$ cat config.mk
export PLATFORM = sky130hd
export DESIGN_NAME = ppu_vram_arbiter
export DESIGN_NICKNAME = d
export VERILOG_FILES = /design/src/rtl/ppu_vram_arbiter.sv
export SDC_FILE = /design/constraint.sdc
export NUM_CORES = 1
export LEC_CHECK = 0
export BUFFER_PORTS_ARGS = -buffer_cell sky130_fd_sc_hd__buf_4
export CELL_PAD_IN_SITES_DETAIL_PLACEMENT = 0
export CELL_PAD_IN_SITES_GLOBAL_PLACEMENT = 1
export CORE_MARGIN = 8
export CORE_UTILIZATION = 37
export CTS_CLUSTER_SIZE = 25
export DETAILED_ROUTE_END_ITERATION = 6
export PLACE_DENSITY = 0.9
export SETUP_SLACK_MARGIN = 0.02
export SYNTH_ARGS = -nofsm -noshare
export SYNTH_HDL_FRONTEND = slang
export SYNTH_SLANG_ARGS = --single-unit
export TNS_END_PERCENT = 10
$ cat constraint.sdc
create_clock -name clk -period 2.1 [get_ports clk]
set_input_delay 0.105 -clock clk [delete_from_list [all_inputs] [get_ports clk]]
set_output_delay 0.105 -clock clk [all_outputs]
set_load 0.05 [all_outputs]
$ cat src/rtl/ppu_vram_arbiter.sv
// Arbitrates the PPU VRAM/CHR bus between the render fetch engine and the
// CPU-side PPUDATA port, with a one-entry pending slot and a starvation guard.
module ppu_vram_arbiter #(
  parameter int ADDR_W     = 14,
  parameter int RD_LAT     = 1,
  parameter int STARVE_MAX = 15
) (
  input  logic              clk,
  input  logic              rst,
  input  logic              render_active,
  input  logic              rnd_req,
  input  logic [ADDR_W-1:0] rnd_addr,
  output logic              rnd_gnt,
  output logic [7:0]        rnd_rdata,
  output logic              rnd_valid,
  input  logic              ri_rd_req,
  input  logic              ri_wr_req,
  input  logic [ADDR_W-1:0] ri_addr,
  input  logic [7:0]        ri_wdata,
  output logic [7:0]        ri_rdata,
  output logic              ri_done,
  output logic              ri_busy,
  output logic              ri_overrun,
  output logic [ADDR_W-1:0] mem_addr,
  output logic [7:0]        mem_wdata,
  output logic              mem_re,
  output logic              mem_we,
  input  logic [7:0]        mem_rdata
);

  localparam int SW = $clog2(STARVE_MAX + 1);

  logic              r_slot_full;
  logic              r_slot_rw;
  logic [ADDR_W-1:0] r_slot_addr;
  logic [7:0]        r_slot_wdata;
  logic [SW-1:0]     r_starve;
  logic              r_overrun;

  logic              r_mem_re;
  logic              r_mem_we;
  logic [ADDR_W-1:0] r_mem_addr;
  logic [7:0]        r_mem_wdata;

  // Owner tags: stage k holds the op issued k+1 cycles after its grant.
  logic [RD_LAT:0]   r_tag_vld;
  logic [RD_LAT:0]   r_tag_ri;
  logic [RD_LAT:0]   r_tag_rw;

  logic              r_rnd_valid;
  logic [7:0]        r_rnd_rdata;
  logic              r_ri_done;
  logic [7:0]        r_ri_rdata;

  logic              w_rnd_req;
  logic              w_force;
  logic              w_rnd_gnt;
  logic              w_slot_gnt;
  logic              w_new_req;
  logic              w_rd_cap;
  logic              w_wr_done;

  assign w_rnd_req  = render_active & rnd_req & ~rst;
  assign w_force    = r_slot_full && (r_starve == SW'(STARVE_MAX));
  assign w_rnd_gnt  = w_rnd_req & ~w_force;
  assign w_slot_gnt = r_slot_full & ~w_rnd_gnt;
  assign w_new_req  = ri_rd_req | ri_wr_req;

  always_ff @(posedge clk) begin
    if (rst) begin
      r_slot_full  <= 1'b0;
      r_slot_rw    <= 1'b0;
      r_slot_addr  <= '0;
      r_slot_wdata <= '0;
      r_starve     <= '0;
      r_overrun    <= 1'b0;
    end else begin
      r_overrun <= w_new_req & r_slot_full & ~w_slot_gnt;
      if (w_new_req) begin
        // Write wins when both pulses coincide.
        r_slot_full  <= 1'b1;
        r_slot_rw    <= ri_wr_req;
        r_slot_addr  <= ri_addr;
        r_slot_wdata <= ri_wdata;
      end else if (w_slot_gnt) begin
        r_slot_full <= 1'b0;
      end
      if (!r_slot_full || w_slot_gnt)
        r_starve <= '0;
      else if (r_starve != SW'(STARVE_MAX))
        r_starve <= r_starve + 1'b1;
    end
  end

  always_ff @(posedge clk) begin
    if (rst) begin
      r_mem_re    <= 1'b0;
      r_mem_we    <= 1'b0;
      r_mem_addr  <= '0;
      r_mem_wdata <= '0;
    end else begin
      r_mem_re <= w_rnd_gnt | (w_slot_gnt & ~r_slot_rw);
      r_mem_we <= w_slot_gnt & r_slot_rw;
      if (w_rnd_gnt) begin
        r_mem_addr <= rnd_addr;
      end else if (w_slot_gnt) begin
        r_mem_addr  <= r_slot_addr;
        r_mem_wdata <= r_slot_wdata;
      end
    end
  end

  always_ff @(posedge clk) begin
    if (rst) begin
      r_tag_vld <= '0;
      r_tag_ri  <= '0;
      r_tag_rw  <= '0;
    end else begin
      r_tag_vld <= {r_tag_vld[RD_LAT-1:0], w_rnd_gnt | w_slot_gnt};
      r_tag_ri  <= {r_tag_ri[RD_LAT-1:0],  w_slot_gnt};
      r_tag_rw  <= {r_tag_rw[RD_LAT-1:0],  w_slot_gnt & r_slot_rw};
    end
  end

  // Reads retire from the last tag stage; writes retire right after issue.
  assign w_rd_cap  = r_tag_vld[RD_LAT] & ~r_tag_rw[RD_LAT];
  assign w_wr_done = r_tag_vld[0] & r_tag_ri[0] & r_tag_rw[0];

  always_ff @(posedge clk) begin
    if (rst) begin
      r_rnd_valid <= 1'b0;
      r_rnd_rdata <= '0;
      r_ri_done   <= 1'b0;
      r_ri_rdata  <= '0;
    end else begin
      r_rnd_valid <= w_rd_cap & ~r_tag_ri[RD_LAT];
      r_ri_done   <= (w_rd_cap & r_tag_ri[RD_LAT]) | w_wr_done;
      if (w_rd_cap && !r_tag_ri[RD_LAT])
        r_rnd_rdata <= mem_rdata;
      if (w_rd_cap && r_tag_ri[RD_LAT])
        r_ri_rdata <= mem_rdata;
    end
  end

  assign rnd_gnt    = w_rnd_gnt;
  assign rnd_rdata  = r_rnd_rdata;
  assign rnd_valid  = r_rnd_valid;
  assign ri_rdata   = r_ri_rdata;
  assign ri_done    = r_ri_done;
  assign ri_busy    = r_slot_full;
  assign ri_overrun = r_overrun;
  assign mem_addr   = r_mem_addr;
  assign mem_wdata  = r_mem_wdata;
  assign mem_re     = r_mem_re;
  assign mem_we     = r_mem_we;

endmodule
# Word level (Yosys, flattened, before mapping)
# Index checks and enable logic that the tools add are counted.
# totals
mem_bits_ro	0
latchBits	0
ram_bits	0
in_bits	50
mem_count	0
elab_cells	58
register_bits	77
# classes
addsub	1
n_shift	0
mux	4
bitwise_logic	24
n_lt_le_gt_ge	0
multipliers	0
n_eq_ne	2
div	0
reduce_logical	10
# op_table
cell	n
2-to-1 mux 14 bit	2
AND 1 bit	13
NOT 1 bit	7
adder 4 x 1 -> 4 bit (second input constant)	1
== test 4 bit (second input constant)	1
inequality test 4 bit (second input constant)	1
OR 1 bit	4
nonzero test 2 bit	2
logical AND 1 bit	3
zero test 1 bit	2
2-to-1 mux 1 bit	2
AND reduction 2 bit	1
OR reduction 2 bit	1
logical OR 1 bit	1

# Depth between registers and ports, before layout
# logic_depth
depth_word	8
mapped_depth	6
depth_no_buf	4

# Worst setup path after synthesis
# Ideal clock, no wire load.
# synth_path
path_kind	register -> output
start	reg r_starve[0]
end	out rnd_gnt
path_buffers	2
setup_slack_ps	-273
t_arrival_ps	2268
stages_incl_launch_ff	6
cell_sequence	dfxtp_1 > ha_1 > and3_1 > buf_6 > clkbuf_1 > a211oi_1
# synth_between
elab_chain_len	4
# synth_rtl
element	line_no	text
from (decl)	37	logic [SW-1:0] r_starve;
from (signal assigned)	91	r_starve <= r_starve + 1'b1;
== test 4 bit	64	assign w_force = r_slot_full && (r_starve == SW'(STARVE_MAX));
logical AND 1 bit	64	
NOT 1 bit	65	assign w_rnd_gnt = w_rnd_req & ~w_force;
AND 1 bit	65	
to (decl)	13	output logic rnd_gnt,
# No other way between the ends.

# Final worst setup path
# layout_path
start	reg r_starve[0]
end	reg r_mem_addr[0] (netlist: mem_addr[0])
# layout_between
elab_chain_len	7
word_cells_on_any_way	8
cone_classes	eq/ne (1); mux (1); bitwise (4); reduce/logical (2)
# layout_rtl
element	line_no	text
== test 4 bit (*)	64	
logical AND 1 bit (*)	64	
NOT 1 bit (*)	65	
AND 1 bit (*)	65	
NOT 1 bit (no source line)	--	
AND 1 bit	66	assign w_slot_gnt = r_slot_full & ~w_rnd_gnt;
nonzero test 2 bit (no source line)	--	
to (signal assigned)	105	r_mem_addr <= rnd_addr;
to (signal assigned)	107	r_mem_addr <= r_slot_addr;
to (decl)	42	logic [ADDR_W-1:0] r_mem_addr;
# Mark *: on every way between the ends. The rest lies on a longest branch, timed or not.
# A chain may end at the register's enable or synchronous reset.

==> key figures <==
Run status
  • Status: finished, final reports clean

Run
  • Max-cap check violation count: 0

Global route
  • Largest net degree at the start of global routing: 82
  • Initial antenna violation count: 0
  • GRT overflow: 0
  • Total track usage: 14.0%
  • Number of global-route vias before repair: 2661
  • First-pass GRT wire length: 13000 um

STA
  • Maximum clock rate: around 530 MHz
  • Setup_tns: 0 ns
  • Hold Fails Final Rpt: 0
  • Final setup viols: 0
  • Worst Clk Skew: 0.00752 ns
  • Worst-Margin Slew: between 0.8 and 0.9 ns
  • Final period util: 89.1%
  • Slew Limit Fails: 0
  • Max-slew headroom: 43.5%
  • Tmin final: 1.87 ns
  • Setup WS post-layout: 0.229 ns
  • RSZ-0062 raised after global routing: no

Logic synthesis
  • Syn. warnings: 0
  • Mapped Avg Cell Area: between 9 and 10 sq um
  • Sequential area share after synthesis: 49.9%
  • Cells after Synth: 331
  • Syn Nets: around 380
  • Synth cell types: 32
  • Post-synthesis cell area: 3050 sq um
  • Synth Register Bits: between 70 and 80

Die
  • Chip Height: 107 um
  • Chip width: around 110 um
  • Die area: 11400 sq um
  • Initial Utilization: 37.7%
  • CORE AREA: 8090 sq um
  • Rows: 33
  • I/O Pins: 95

Place
  • Setup WS pre-CTS: -0.0458 ns
  • Placer Congestion: roughly 0.75
  • Dpl hpwl: 5550 um
  • Port Buffers: 94

Worst setup path
  • Critical Path RT: 2.32 ns
  • Setup crit end: mem_addr[0]$_SDFFE_PP0P_
  • FF-to-FF Start: r_starve[0]$_SDFFE_PP0P_
  • Reg2Reg Capture Point: mem_addr[0]$_SDFFE_PP0P_
  • Flop2flop setup slack: 0.23 ns
  • Register-to-Register Path Depth: 4
  • CP Capture Type: flip-flop
  • WS Path Type: flip-flop to flip-flop
  • Critical Path Source: r_starve[0]$_SDFFE_PP0P_
  • Crit path DAT: 2.09 ns
  • Worst-path fanout max: 18
  • CP Launch Type: flip-flop

CTS
  • TritonCTS Sinks: 76
  • Post-CTS setup buffer count: 0
  • Total CTS buffers: 9
  • Clock Latency Late Sink: 0.34 ns
  • Root Buffer: clkbuf_8
  • CTS tree: yes
  • Htree depth: 3
  • Clk buf depth: 2
  • CTS clock-pin slew for the worst setup and hold paths: 0.08 ns

Route
  • WL final: 7970 um
  • DRC: 0
  • Initial DRT Pass Iterations: 4
  • DR vias: between 2000 and 3000
  • Iteration-0 DRC Markers: about 120
  • Final ANT Viol Nets: 0
  • Avg WL per Cell: about 15 um
  • Vias per cell: 4.94

Cells and area
  • Share of cells above drive strength 1: 30.3%
  • Diode count: 0
  • Layout area overhead: 35.2%
  • # nets final: around 480

Min path
  • Min-delay worst type: input port to flip-flop
  • Hold path start: ri_wdata[1]

Power and ir drop
  • VDD IR max: roughly 370 uV
  • Pwr Density: 777 nW/um^2
  • Leakage: 1.83 nW
-- cell usage after synthesis --
| cell | count | area (sq um) |
|---|---|---|
| dfxtp_1 | 76 | 1520 |
| a2111oi_2 | 9 | 135 |
| and3b_1 | 1 | 8.76 |
| inv_1 | 16 | 60.1 |
| a21oi_1 | 26 | 130 |
| or2_2 | 1 | 6.26 |
| a2111oi_0 | 4 | 35.0 |
| buf_2 | 1 | 5.00 |
| a21o_1 | 2 | 15.0 |
| nand2_1 | 45 | 169 |
| o31a_1 | 1 | 8.76 |
| nor2_1 | 23 | 86.3 |
| a2111oi_4 | 1 | 27.5 |
| a211oi_1 | 15 | 113 |
| buf_1 | 2 | 7.51 |
| xnor2_1 | 1 | 8.76 |
| mux2i_1 | 24 | 240 |
| nand3_1 | 1 | 5.00 |
| a31oi_1 | 1 | 6.26 |
| nand4b_1 | 1 | 8.76 |
| buf_6 | 2 | 22.5 |
| nand3b_1 | 1 | 7.51 |
| a311oi_1 | 1 | 8.76 |
| or2_0 | 1 | 6.26 |
| clkbuf_1 | 21 | 78.8 |
| and3_1 | 15 | 93.8 |
| ha_1 | 1 | 12.5 |
| nor3b_1 | 1 | 7.51 |
| o21ai_0 | 1 | 5.00 |
| nor2b_1 | 5 | 31.3 |
| nand2b_1 | 17 | 106 |
| nor3_1 | 14 | 70.1 |
-- sequential cells by signal, summed over array words and instances, names as in the netlist --
register	cells
mem_addr	14
r_slot_addr	14
mem_wdata	8
r_slot_wdata	8
ri_rdata	8
rnd_rdata	8
r_starve	4
r_tag_ri	2
r_tag_rw	2
r_tag_vld	2
mem_re	1
r_slot_rw	1
ri_busy	1
ri_done	1
ri_overrun	1
rnd_valid	1
-- cell type report --
cell class	count	area, sq um
fillers	804	3970
flip-flops and latches	76	1520
clock buffers	11	131
inverters	16	60.1
well taps	105	131
clock inverters	5	61.3
multi-input cells	213	1360
repair buffers	111	853
-- through the flow --
step	cell area [sq um]	hold slack (ns)	utilization, %	total power, mW	instances
after floorplan	3050	0.222	-	1.93	331
after global placement	3850	0.336	47.5	2.12	513
after detailed placement	3850	0.342	47.5	2.13	513
after CTS	4120	0.000282	50.9	3.23	537
after global routing	4120	0.00260	50.9	3.33	537
final	4120	0.00816	50.9	3.20	537
-- worst min path at each step --
stage / endpoint / slack [ns] / cells past startpoint
after CTS: r_slot_wdata[1]$_SDFFE_PP0N_ / 0.0003 / 3
after floorplan: r_slot_rw$_SDFFE_PP0N_ / 0.22 / 2
final: r_slot_wdata[1]$_SDFFE_PP0N_ / 0.008 / 3
after detailed placement: r_slot_rw$_SDFFE_PP0N_ / 0.34 / 3
after global placement: r_slot_rw$_SDFFE_PP0N_ / 0.34 / 3
after global routing: r_slot_wdata[1]$_SDFFE_PP0N_ / 0.003 / 3
-- power breakdown --
group	switching [mW]	internal, mW	total, mW
Clock	0.542	0.554	1.10
Combinational	0.336	0.218	0.553
Sequential	0.0394	1.51	1.55
Total	0.917	2.29	3.20
-- cell families after synthesis --
logic type      Yosys count  synth area share [%]
flops                    76                  49.9
simple gates            126                  19.9
xor+xnor                  1                 0.287
buf+inv                  42                  5.71
mux                      24                  7.88
fa+ha+maj                 1                 0.410
compound gates           61                  15.9
-- worst max-delay path, stage by stage, from the launching register on --
cell and delay, ns:
dfxtp_1 0.34, ha_1 0.21, and3_1 0.19, o31a_2 0.52, a2111oi_1 0.48
-- what timing repair did --
| action | 4_1_cts | 5_1_grt |
|---|---|---|
| endpoints found under the setup margin | 7 | 1 |
| hold endpoints to repair | 9 | 0 |
| resized for setup | 1 | 1 |
| hold buffers | 8 | 0 |
-- cell usage in the layout, fill, tap and decap left out, types with 14 or more instances in the layout --
master / Yosys / routed
a211oi_1: 15 / 14
inv_1: 16 / 16
dfxtp_1: 76 / 76
mux2i_1: 24 / 24
nand2_1: 45 / 45
a21oi_1: 26 / 26
buf_4: 0 / 103
nor2_1: 23 / 22
and3_1: 15 / 15
nor3_1: 14 / 14
nand2b_1: 17 / 17
-- per-layer routing --
layer,GRT usage [%],part of all wire [%],vias up
li1,-,-,1324
met3,3.12,3.9,9
met1,16.6,44,1268
met2,24.0,50,54
met5,0,0,-
met4,5.23,1.3,0
Note: power is estimated with default switching activity, not from simulation.
